==> config.mk <==
export PLATFORM = sky130hd
export DESIGN_NAME = tdc_readout_ctrl
export DESIGN_NICKNAME = d
export VERILOG_FILES = /design/src/rtl/tdc_pkg.sv /design/src/rtl/tdc_bus_read.sv /design/src/rtl/tdc_readout_ctrl.sv
export SDC_FILE = /design/constraint.sdc
export NUM_CORES = 1
export LEC_CHECK = 0
export BUFFER_PORTS_ARGS = -buffer_cell sky130_fd_sc_hd__buf_2
export CAP_MARGIN = 20
export CELL_PAD_IN_SITES_DETAIL_PLACEMENT = 2
export CELL_PAD_IN_SITES_GLOBAL_PLACEMENT = 2
export CORE_MARGIN = 3
export CORE_UTILIZATION = 34
export DETAILED_ROUTE_END_ITERATION = 8
export HOLD_SLACK_MARGIN = 0.15
export PLACE_DENSITY_LB_ADDON = 0.1
export SLEW_MARGIN = 5
export SYNTH_ARGS = -nofsm -noshare
export SYNTH_HDL_FRONTEND = slang
export SYNTH_SLANG_ARGS = --single-unit
export TNS_END_PERCENT = 1
==> constraint.sdc <==
create_clock -name clk -period 3.7 [get_ports clk]
set_input_delay 0.37 -clock clk [delete_from_list [all_inputs] [get_ports clk]]
set_output_delay 0.37 -clock clk [all_outputs]
set_load 0.01 [all_outputs]
==> src/rtl/tdc_pkg.sv <==
// Shared TDC chip-bus definitions: widths, register addresses, FSM states and result payload.
package tdc_pkg;

  localparam int unsigned TDC_DATA_W = 28;
  localparam int unsigned TDC_ADDR_W = 4;

  localparam logic [TDC_ADDR_W-1:0] TDC_ADDR_FIFO1 = 4'd8;
  localparam logic [TDC_ADDR_W-1:0] TDC_ADDR_FIFO2 = 4'd9;

  typedef enum logic [2:0] {
    ST_IDLE,
    ST_ARM,
    ST_DISABLE,
    ST_POLL,
    ST_READ,
    ST_OUT,
    ST_DONE
  } tdc_state_e;

  typedef enum logic [1:0] {
    BR_IDLE,
    BR_SETUP,
    BR_STROBE,
    BR_HOLD
  } bus_rd_state_e;

  typedef struct packed {
    logic                  fifo;
    logic [TDC_DATA_W-1:0] data;
  } tdc_result_t;

endpackage

==> src/rtl/tdc_bus_read.sv <==
// Single chip-bus register read: SETUP (CSN low), STROBE (RDN low, sample data), HOLD (bus idle, ack).
module tdc_bus_read
  import tdc_pkg::*;
#(
  parameter int unsigned           RD_SETUP = 1,
  parameter int unsigned           RD_LOW   = 2,
  parameter logic [TDC_ADDR_W-1:0] ADDR0    = TDC_ADDR_FIFO1,
  parameter logic [TDC_ADDR_W-1:0] ADDR1    = TDC_ADDR_FIFO2
) (
  input  logic                  clk,
  input  logic                  reset_n,
  input  logic                  req,
  input  logic                  sel,
  input  logic [TDC_DATA_W-1:0] data_in,
  output logic                  CSN,
  output logic                  RDN,
  output logic [TDC_ADDR_W-1:0] addr,
  output logic [TDC_DATA_W-1:0] rdata,
  output logic                  ack
);

  localparam int unsigned CNT_MAX = (RD_SETUP > RD_LOW) ? RD_SETUP : RD_LOW;
  localparam int unsigned CNT_W   = $clog2(CNT_MAX + 1);

  bus_rd_state_e         state, state_nxt;
  logic [CNT_W-1:0]      cnt, cnt_nxt;
  logic                  csn_d, rdn_d, ack_d;
  logic [TDC_ADDR_W-1:0] addr_d;
  logic [TDC_DATA_W-1:0] rdata_d;

  // State, phase counter and registered bus outputs
  always_ff @(posedge clk) begin
    if (!reset_n) begin
      state <= BR_IDLE;
      cnt   <= '0;
      CSN   <= 1'b1;
      RDN   <= 1'b1;
      addr  <= '0;
      rdata <= '0;
      ack   <= 1'b0;
    end else begin
      state <= state_nxt;
      cnt   <= cnt_nxt;
      CSN   <= csn_d;
      RDN   <= rdn_d;
      addr  <= addr_d;
      rdata <= rdata_d;
      ack   <= ack_d;
    end
  end

  always_comb begin
    state_nxt = state;
    cnt_nxt   = cnt;
    case (state)
      BR_IDLE: begin
        if (req) begin
          state_nxt = BR_SETUP;
          cnt_nxt   = '0;
        end
      end
      BR_SETUP: begin
        if (cnt == CNT_W'(RD_SETUP - 1)) begin
          state_nxt = BR_STROBE;
          cnt_nxt   = '0;
        end else begin
          cnt_nxt = cnt + CNT_W'(1);
        end
      end
      BR_STROBE: begin
        if (cnt == CNT_W'(RD_LOW - 1)) begin
          state_nxt = BR_HOLD;
          cnt_nxt   = '0;
        end else begin
          cnt_nxt = cnt + CNT_W'(1);
        end
      end
      BR_HOLD: state_nxt = BR_IDLE;
      default: state_nxt = BR_IDLE;
    endcase
  end

  // Outputs follow the next state so strobes line up with the state they belong to
  always_comb begin
    csn_d   = !((state_nxt == BR_SETUP) || (state_nxt == BR_STROBE));
    rdn_d   = (state_nxt != BR_STROBE);
    ack_d   = (state_nxt == BR_HOLD);
    addr_d  = addr;
    rdata_d = rdata;
    if ((state == BR_IDLE) && req) begin
      addr_d = sel ? ADDR1 : ADDR0;
    end
    if ((state == BR_STROBE) && (cnt == CNT_W'(RD_LOW - 1))) begin
      rdata_d = data_in;
    end
  end

endmodule

==> src/rtl/tdc_readout_ctrl.sv <==
// One TDC measurement: arm stops for a window, disable, then drain FIFO1/FIFO2 to a valid/ready port.
module tdc_readout_ctrl
  import tdc_pkg::*;
#(
  parameter int unsigned           WINDOW_CYC = 1000,
  parameter int unsigned           RD_SETUP   = 1,
  parameter int unsigned           RD_LOW     = 2,
  parameter int unsigned           MAX_HITS   = 16,
  parameter logic [TDC_ADDR_W-1:0] ADDR_FIFO1 = TDC_ADDR_FIFO1,
  parameter logic [TDC_ADDR_W-1:0] ADDR_FIFO2 = TDC_ADDR_FIFO2
) (
  input  logic                  clk,
  input  logic                  reset_n,
  input  logic                  init_done,
  input  logic                  start,
  input  logic                  EF1,
  input  logic                  EF2,
  input  logic [TDC_DATA_W-1:0] data_in,
  output logic                  CSN,
  output logic                  RDN,
  output logic [TDC_ADDR_W-1:0] addr,
  output logic [3:0]            StopDis,
  output logic [TDC_DATA_W-1:0] res_data,
  output logic                  res_fifo,
  output logic                  res_valid,
  input  logic                  res_ready,
  output logic                  busy,
  output logic                  done,
  output logic                  hit_ovf
);

  localparam int unsigned WIN_W = (WINDOW_CYC > 1) ? $clog2(WINDOW_CYC) : 1;
  localparam int unsigned HIT_W = $clog2(MAX_HITS + 1);

  tdc_state_e            state, state_nxt;
  logic [WIN_W-1:0]      win_cnt, win_cnt_nxt;
  logic [HIT_W-1:0]      hit_cnt, hit_cnt_nxt;
  logic                  sel_q, sel_nxt;
  logic                  rd_req_c;
  logic                  rd_ack;
  logic [TDC_DATA_W-1:0] rd_data;

  tdc_result_t res_q, res_d;
  logic [3:0]  stopdis_d;
  logic        res_valid_d, busy_d, done_d, hit_ovf_d;

  wire go = start && init_done;

  tdc_bus_read #(
    .RD_SETUP (RD_SETUP),
    .RD_LOW   (RD_LOW),
    .ADDR0    (ADDR_FIFO1),
    .ADDR1    (ADDR_FIFO2)
  ) u_bus_read (
    .clk     (clk),
    .reset_n (reset_n),
    .req     (rd_req_c),
    .sel     (sel_nxt),
    .data_in (data_in),
    .CSN     (CSN),
    .RDN     (RDN),
    .addr    (addr),
    .rdata   (rd_data),
    .ack     (rd_ack)
  );

  // State register and counters
  always_ff @(posedge clk) begin
    if (!reset_n) begin
      state   <= ST_IDLE;
      win_cnt <= '0;
      hit_cnt <= '0;
      sel_q   <= 1'b0;
    end else begin
      state   <= state_nxt;
      win_cnt <= win_cnt_nxt;
      hit_cnt <= hit_cnt_nxt;
      sel_q   <= sel_nxt;
    end
  end

  // Next-state logic; EF flags only matter in POLL
  always_comb begin
    state_nxt   = state;
    win_cnt_nxt = win_cnt;
    hit_cnt_nxt = hit_cnt;
    sel_nxt     = sel_q;
    rd_req_c    = 1'b0;
    case (state)
      ST_IDLE: begin
        if (go) begin
          state_nxt   = ST_ARM;
          win_cnt_nxt = '0;
          hit_cnt_nxt = '0;
        end
      end
      ST_ARM: begin
        if (win_cnt == WIN_W'(WINDOW_CYC - 1)) begin
          state_nxt   = ST_DISABLE;
          win_cnt_nxt = '0;
        end else begin
          win_cnt_nxt = win_cnt + WIN_W'(1);
        end
      end
      ST_DISABLE: state_nxt = ST_POLL;
      ST_POLL: begin
        if (!EF1) begin
          sel_nxt   = 1'b0;
          rd_req_c  = 1'b1;
          state_nxt = ST_READ;
        end else if (!EF2) begin
          sel_nxt   = 1'b1;
          rd_req_c  = 1'b1;
          state_nxt = ST_READ;
        end else begin
          state_nxt = ST_DONE;
        end
      end
      ST_READ: begin
        if (rd_ack) begin
          hit_cnt_nxt = hit_cnt + HIT_W'(1);
          state_nxt   = ST_OUT;
        end
      end
      ST_OUT: begin
        if (res_ready) begin
          state_nxt = (hit_cnt == HIT_W'(MAX_HITS)) ? ST_DONE : ST_POLL;
        end
      end
      ST_DONE: state_nxt = ST_IDLE;
      default: state_nxt = ST_IDLE;
    endcase
  end

  // Output logic, registered below
  always_comb begin
    stopdis_d   = (state_nxt == ST_ARM) ? 4'b0000 : 4'b1111;
    busy_d      = (state_nxt != ST_IDLE);
    done_d      = (state_nxt == ST_DONE);
    res_valid_d = (state_nxt == ST_OUT);
    res_d       = res_q;
    hit_ovf_d   = hit_ovf;
    if ((state == ST_READ) && rd_ack) begin
      res_d.data = rd_data;
      res_d.fifo = sel_q;
    end
    if ((state == ST_IDLE) && go) begin
      hit_ovf_d = 1'b0;
    end
    if ((state == ST_OUT) && res_ready && (hit_cnt == HIT_W'(MAX_HITS))) begin
      hit_ovf_d = 1'b1;
    end
  end

  always_ff @(posedge clk) begin
    if (!reset_n) begin
      StopDis   <= 4'b1111;
      res_q     <= '0;
      res_valid <= 1'b0;
      busy      <= 1'b0;
      done      <= 1'b0;
      hit_ovf   <= 1'b0;
    end else begin
      StopDis   <= stopdis_d;
      res_q     <= res_d;
      res_valid <= res_valid_d;
      busy      <= busy_d;
      done      <= done_d;
      hit_ovf   <= hit_ovf_d;
    end
  end

  assign res_data = res_q.data;
  assign res_fifo = res_q.fifo;

endmodule

Yosys cells after proc, flatten, opt, wreduce, memory -nomap -nowiden
Index checks and enable logic that the tools add are counted.
- flip-flop bits (word level): 95
- bits in latches: 0
- RAM bits: 0
- ROM bits: 0
- bits of input ports: 35
- output and inout bits: 43
- word-level logic and storage cells: 94
- memories: 0
- $add $sub $neg: 3
- multipliers: 0
- divide/modulo/power cells: 0
- $lt $le $gt $ge: 0
- equal/unequal tests: 21
- shift-type cells: 0
- mux-type cells: 32
- bitwise operators: 0
- reductions and logical operators: 20
- operators by type and width (cell ; count):
    10-bit 2-to-1 mux ; 2
    10-bit one-hot mux with 2 select lines ; 1
    3-bit one-hot mux with 6 select lines ; 1
    2-bit 2-to-1 mux ; 8
    3-bit 2-to-1 mux ; 5
    3-bit equality test (second input constant) ; 4
    10-bit by 1-bit adder with 10-bit output (second input constant) ; 1
    10-bit equality test (second input constant) ; 1
    5-bit 2-to-1 mux ; 2
    5-bit one-hot mux with 2 select lines ; 1
    1-bit 2-to-1 mux ; 9
    2-bit equality test (second input constant) ; 4
    2-bit one-hot mux with 4 select lines ; 1
    1-bit logical AND ; 7
    2-bit by 1-bit equality test with 1-bit output (second input constant) ; 3
    3-bit by 1-bit equality test with 1-bit output (second input constant) ; 2
    3-bit by 2-bit equality test with 1-bit output (second input constant) ; 2
    2-bit one-hot mux with 3 select lines ; 1
    2-bit nonzero test ; 3
    3-bit nonzero test ; 2
    5-bit by 1-bit adder with 5-bit output (second input constant) ; 1
    5-bit equality test (second input constant) ; 1
    2-bit logical NOT ; 2
    4-bit 2-to-1 mux ; 1
    8 further kinds ; 11

Depth between registers and ports, before layout
- word-level depth: 8
- mapped depth: 8
- gate-level depth less buffers: 8

Modules after synthesis
Synthesis repeated with hierarchy kept, for this count alone.
- cell total of the unflattened synthesis: 453
- area total of the unflattened synthesis: 4055.1 µm²
- by module, submodules not included (module ; instances ; cells each ; area each (µm²) ; sequential area each (µm²)):
    tdc_readout_ctrl ; 1 ; 273 ; 2317.2 ; 1061.0
    tdc_bus_read ; 1 ; 180 ; 1737.9 ; 740.7

Least setup slack after synthesis
No wires, ideal clock.
- path type: flip-flop to flip-flop
- start point: reg u_bus_read.state[0]
- end point: reg u_bus_read.CSN
- library setup time: 0.124 ns
- arrival: 1.527 ns
- required time: 3.576 ns
- slack: 2.049 ns
- cell stages (with the launch flop): 9
- path buffers: 0
- period minus slack after synthesis: 1.651 ns
- cell sequence: dfxtp_1 inv_1 ha_1 and2_1 o221ai_1 o21ai_1 inv_1 ha_1 nand2b_1
- word-level cells in the longest chain between the ends: 5
- elaborated cells on any way between the ends: 12
- classes of those cells: eq/ne (5); mux (4); reduce/logical (3)
- RTL lines (item ; RTL line ; RTL):
    start: declaration ; tdc_bus_read.sv:25 ; bus_rd_state_e state, state_nxt;
    start signal: assignment ; tdc_bus_read.sv:42 ; state <= state_nxt;
    2-bit equality test, or another cell as far along ; tdc_bus_read.sv:55 ; case (state)
    2-bit one-hot mux with 4 select lines * ; tdc_bus_read.sv:55 ;
    via u_bus_read.state_nxt[0] ; tdc_bus_read.sv:25 ;
    2-bit by 1-bit equality test with 1-bit output or 2-bit equality test (tied branches) ; tdc_bus_read.sv:85 ; csn_d = !((state_nxt == BR_SETUP) || (state_nxt == BR_STROBE));
    1-bit logical OR * ; tdc_bus_read.sv:85 ;
    1-bit logical NOT * ; tdc_bus_read.sv:85 ;
    via u_bus_read.csn_d ; tdc_bus_read.sv:27 ; logic csn_d, rdn_d, ack_d;
    end signal: assignment ; tdc_bus_read.sv:44 ; CSN <= csn_d;
    end: declaration ; tdc_bus_read.sv:15 ; output logic CSN,
Mark *: on every way through the listed nets, which the timed path passes. The rest lies on a longest branch.
A chain may end at the register's enable or synchronous reset.

Worst setup path after layout
- start point: reg state[2]
- end point: reg hit_cnt[2]
- word-level cells in the longest chain between the ends: 3
- elaborated cells on any way between the ends: 7
- classes of those cells: eq/ne (3); mux (1); reduce/logical (3)
- RTL lines (item ; RTL line ; RTL):
    start: declaration ; tdc_readout_ctrl.sv:35 ; tdc_state_e state, state_nxt;
    start signal: assignment ; tdc_readout_ctrl.sv:75 ; state <= state_nxt;
    3-bit equality test or 3-bit logical NOT (tied branches) ; tdc_readout_ctrl.sv:89 ; case (state)
    2-bit by 1-bit != test with 1-bit output (no line), or another cell as far along ; -- ;
    3-bit AND reduction (no line) ; -- ;
    end signal: assignment ; tdc_readout_ctrl.sv:77 ; hit_cnt <= hit_cnt_nxt;
    end: declaration ; tdc_readout_ctrl.sv:37 ; logic [HIT_W-1:0] hit_cnt, hit_cnt_nxt;
Several ways; a longest one is shown, not always the timed one.

==> impl_metrics.csv <==
group,metric,value,unit
cells_and_area,antenna_cells,0,
cts,cts_root_buf,"clkbuf_8",
pwr,ir_drop,0.000136,V
worst_hold_path,min_path_type,"input pin to flop",
timing,skew,0.0126,ns
timing,timing.setup.tns,0,ns
synthesis,synth_edf_count,0,
synthesis,ys_seq_elements,90,
timing,maxSlewViolCount,0,
timing,timing.fmax,0.496,GHz
floorplanning,initial_utilization,35.6,%
cts,clk_latency,0.37,ns
cells_and_area,final_common_cell,"nand2_1",
synthesis,ys_types,57,
placement,gp_congestion,0.776,
floorplanning,coreArea,10500,um2
grt,grt_pass1_wl,18400,um
cts,htreeDepth,3,
critical_path,cp_max_fo,18,
timing,worst_pin_slew,1.00,ns
cells_and_area,fin_nets,560,
placement,dpl.hpwl,7630,um
synthesis,ys_warn_count,0,
cts,cts.sinks,90,
cells_and_area,layout_common_cells,"nand2_1, dfxtp_1, buf_2",
detailed_routing,wirelength,10700,um
synthesis,synth.yosys.seq_area_share,48.1,%
detailed_routing,via_per_inst,5.09,
detailed_routing,dr.pass1.iters,4,
synthesis,syn_avg_cell_area,8.32,um2
cts,cts.reportedPaths.clkPinSlew,0.09,ns
cts,tritoncts,"done",
critical_path,startpoint_type,"flop",
run_status,status,"finished clean",
detailed_routing,wl_per_cell,16.4,um
synthesis,synthCells,450,
synthesis,synth-main-ff-cell,"dfxtp_1",
placement,io_buffers,75,
timing,rsz0062_at_grt,"false",
critical_path,critical_path_required,3.97,ns
timing,hold_ws,0.231,ns
floorplanning,die_x,111,um
synthesis,syn_area,3750,um2
grt,grt_antenna_before_repair,0,
cells_and_area,syn2layout_area_growth,16.2,%
pwr,p_leak,1.61,nW
run,maxCapViolations,0,
cts,cts_made_buffers,9,
cts,cts_setup_buffers,0,
floorplanning,num_rows,37,
synthesis,async_reset_ff_share,0,%
grt,grt_util_all_layers,18.3,%
critical_path,arrival,2.28,ns
critical_path,crit_path_end_kind,"flop",
detailed_routing,final_antenna_net_count,0,
detailed_routing,dr.first_iter.drc_count,109,
timing,fin_crit_sh,54.5,%
floorplanning,top_level_ports,78,
detailed_routing,drc,0,
cells_and_area,fill_cells,1193,
grt,grt_start_max_net_pins,42,
detailed_routing,dr_total_vias,3323,
cts,cts_resized,0,
floorplanning,dieArea,12300,um2
critical_path,worst-setup-path-type,"flop to flop",
grt,first_global_vias,3596,
grt,grt.overflow.total,0,
timing,hold_viol,0,
timing,period_minus_slack,2.02,ns
timing,maxSlewHeadroom,32.9,%
timing,final-setup-viol-count,0,
cts,clock_path_buffers,2,
floorplanning,dieHeight,111,um
cells_and_area,drive_above_1_share,20.1,%
pwr,p_per_area,396,nW/um2
cts,cts_hold_buf,0,
cells in the mapped netlist (all sizes together), types with 3 or more instances:
master    n  area, um2
nor2     19       71.3
nand3     5       30.0
a31oi     7       43.8
nand4b    3       26.3
and2      8       50.1
nor3      5       25.0
o21ai     9       45.0
a21oi    68        340
buf      13       90.1
nand2   127        477
inv      11       41.3
nor2b     3       18.8
dfxtp    90       1800
a22oi     4       30.0
nand2b    5       31.3
ha       13        163
clkbuf   16       60.1
metrics by stage:
stage	cell area, um2	utilization, %	worst slack (ns)	std cells	total power [mW]
6_report	4350	41.4	1.68	653	1.72
5_1_grt	4350	41.4	1.47	653	1.82
4_1_cts	4350	41.4	1.60	653	1.76
3_5_place_dp	4180	39.7	1.62	637	1.11
3_3_place_gp	4180	39.7	1.73	637	1.11
2_1_floorplan	3750	-	2.05	451	1.07
power by group:
part	leakage [nW]	total, mW	switching (mW)	internal, mW
Combinational	0.801	0.105	0.0636	0.0410
Sequential	0.726	0.983	0.00753	0.975
Clock	0.0859	0.637	0.372	0.265
Total	1.61	1.72	0.443	1.28
routing by layer:
metal / GRT usage [%] / up-vias / share of wire [%] / routed length [um]
met3: 3.17 / 13 / 2.9 / 305
met5: 0 / - / 0 / 0
met1: 22.4 / 1620 / 46 / 4900
met4: 7.39 / 0 / 2.0 / 214
li1: - / 1640 / - / -
met2: 31.7 / 50 / 49 / 5280
worst paths after layout:
kind	start	to	slack, ns	cells after the start
setup / recovery	state[2]	hit_cnt[2]	1.68	5
hold / removal	data_in[18]	u_bus_read.rdata[18]	0.23	3
setup reg to reg	state[2]	hit_cnt[2]	1.68	5
hold reg to reg	res_data[25]	res_data[25]	0.46	2
flip-flops by register name, indices dropped and copies added, names as in the netlist:
name              flops
u_bus_read.state      2
res_valid             1
u_bus_read.CSN        1
res_data             28
hit_ovf               1
u_bus_read.RDN        1
busy                  1
u_bus_read.rdata     28
u_bus_read.addr       2
hit_cnt               5
u_bus_read.cnt        2
StopDis               1
state                 3
res_fifo              1
win_cnt              10
sel_q                 1
done                  1
u_bus_read.ack        1
worst max-delay path: stages (launching register included):
cell and delay [ns]:
dfxtp_1 0.56, and4bb_1 0.62, buf_4 0.34, nand2_1 0.10, xnor2_1 0.13, and2_1 0.16
area by class of cell:
| type | instances | area, um2 | share of cell area, % |
|---|---|---|---|
| multi-input combinational | 320 | 1750 | 40.3 |
| timing repair buffer | 79 | 405 | 9.31 |
| tap | 136 | 170 | 3.91 |
| sequential | 90 | 1800 | 41.4 |
| clock inverter | 5 | 37.5 | 0.862 |
| clock buffer | 11 | 141 | 3.25 |
| inverter | 12 | 45.0 | 1.03 |
logic make-up (layout without fill, tap and decap cells):
family	after synthesis	in the layout	synth area share [%]
compound gates	108	108	17.2
xor+xnor	1	1	0.234
fa+ha+maj	13	13	4.34
buf+inv	41	107	5.21
flops	90	90	48.1
mux	2	2	0.568
other cells	1	2	0.100
simple gates	194	194	24.2
(Power assumes the default switching activity.)
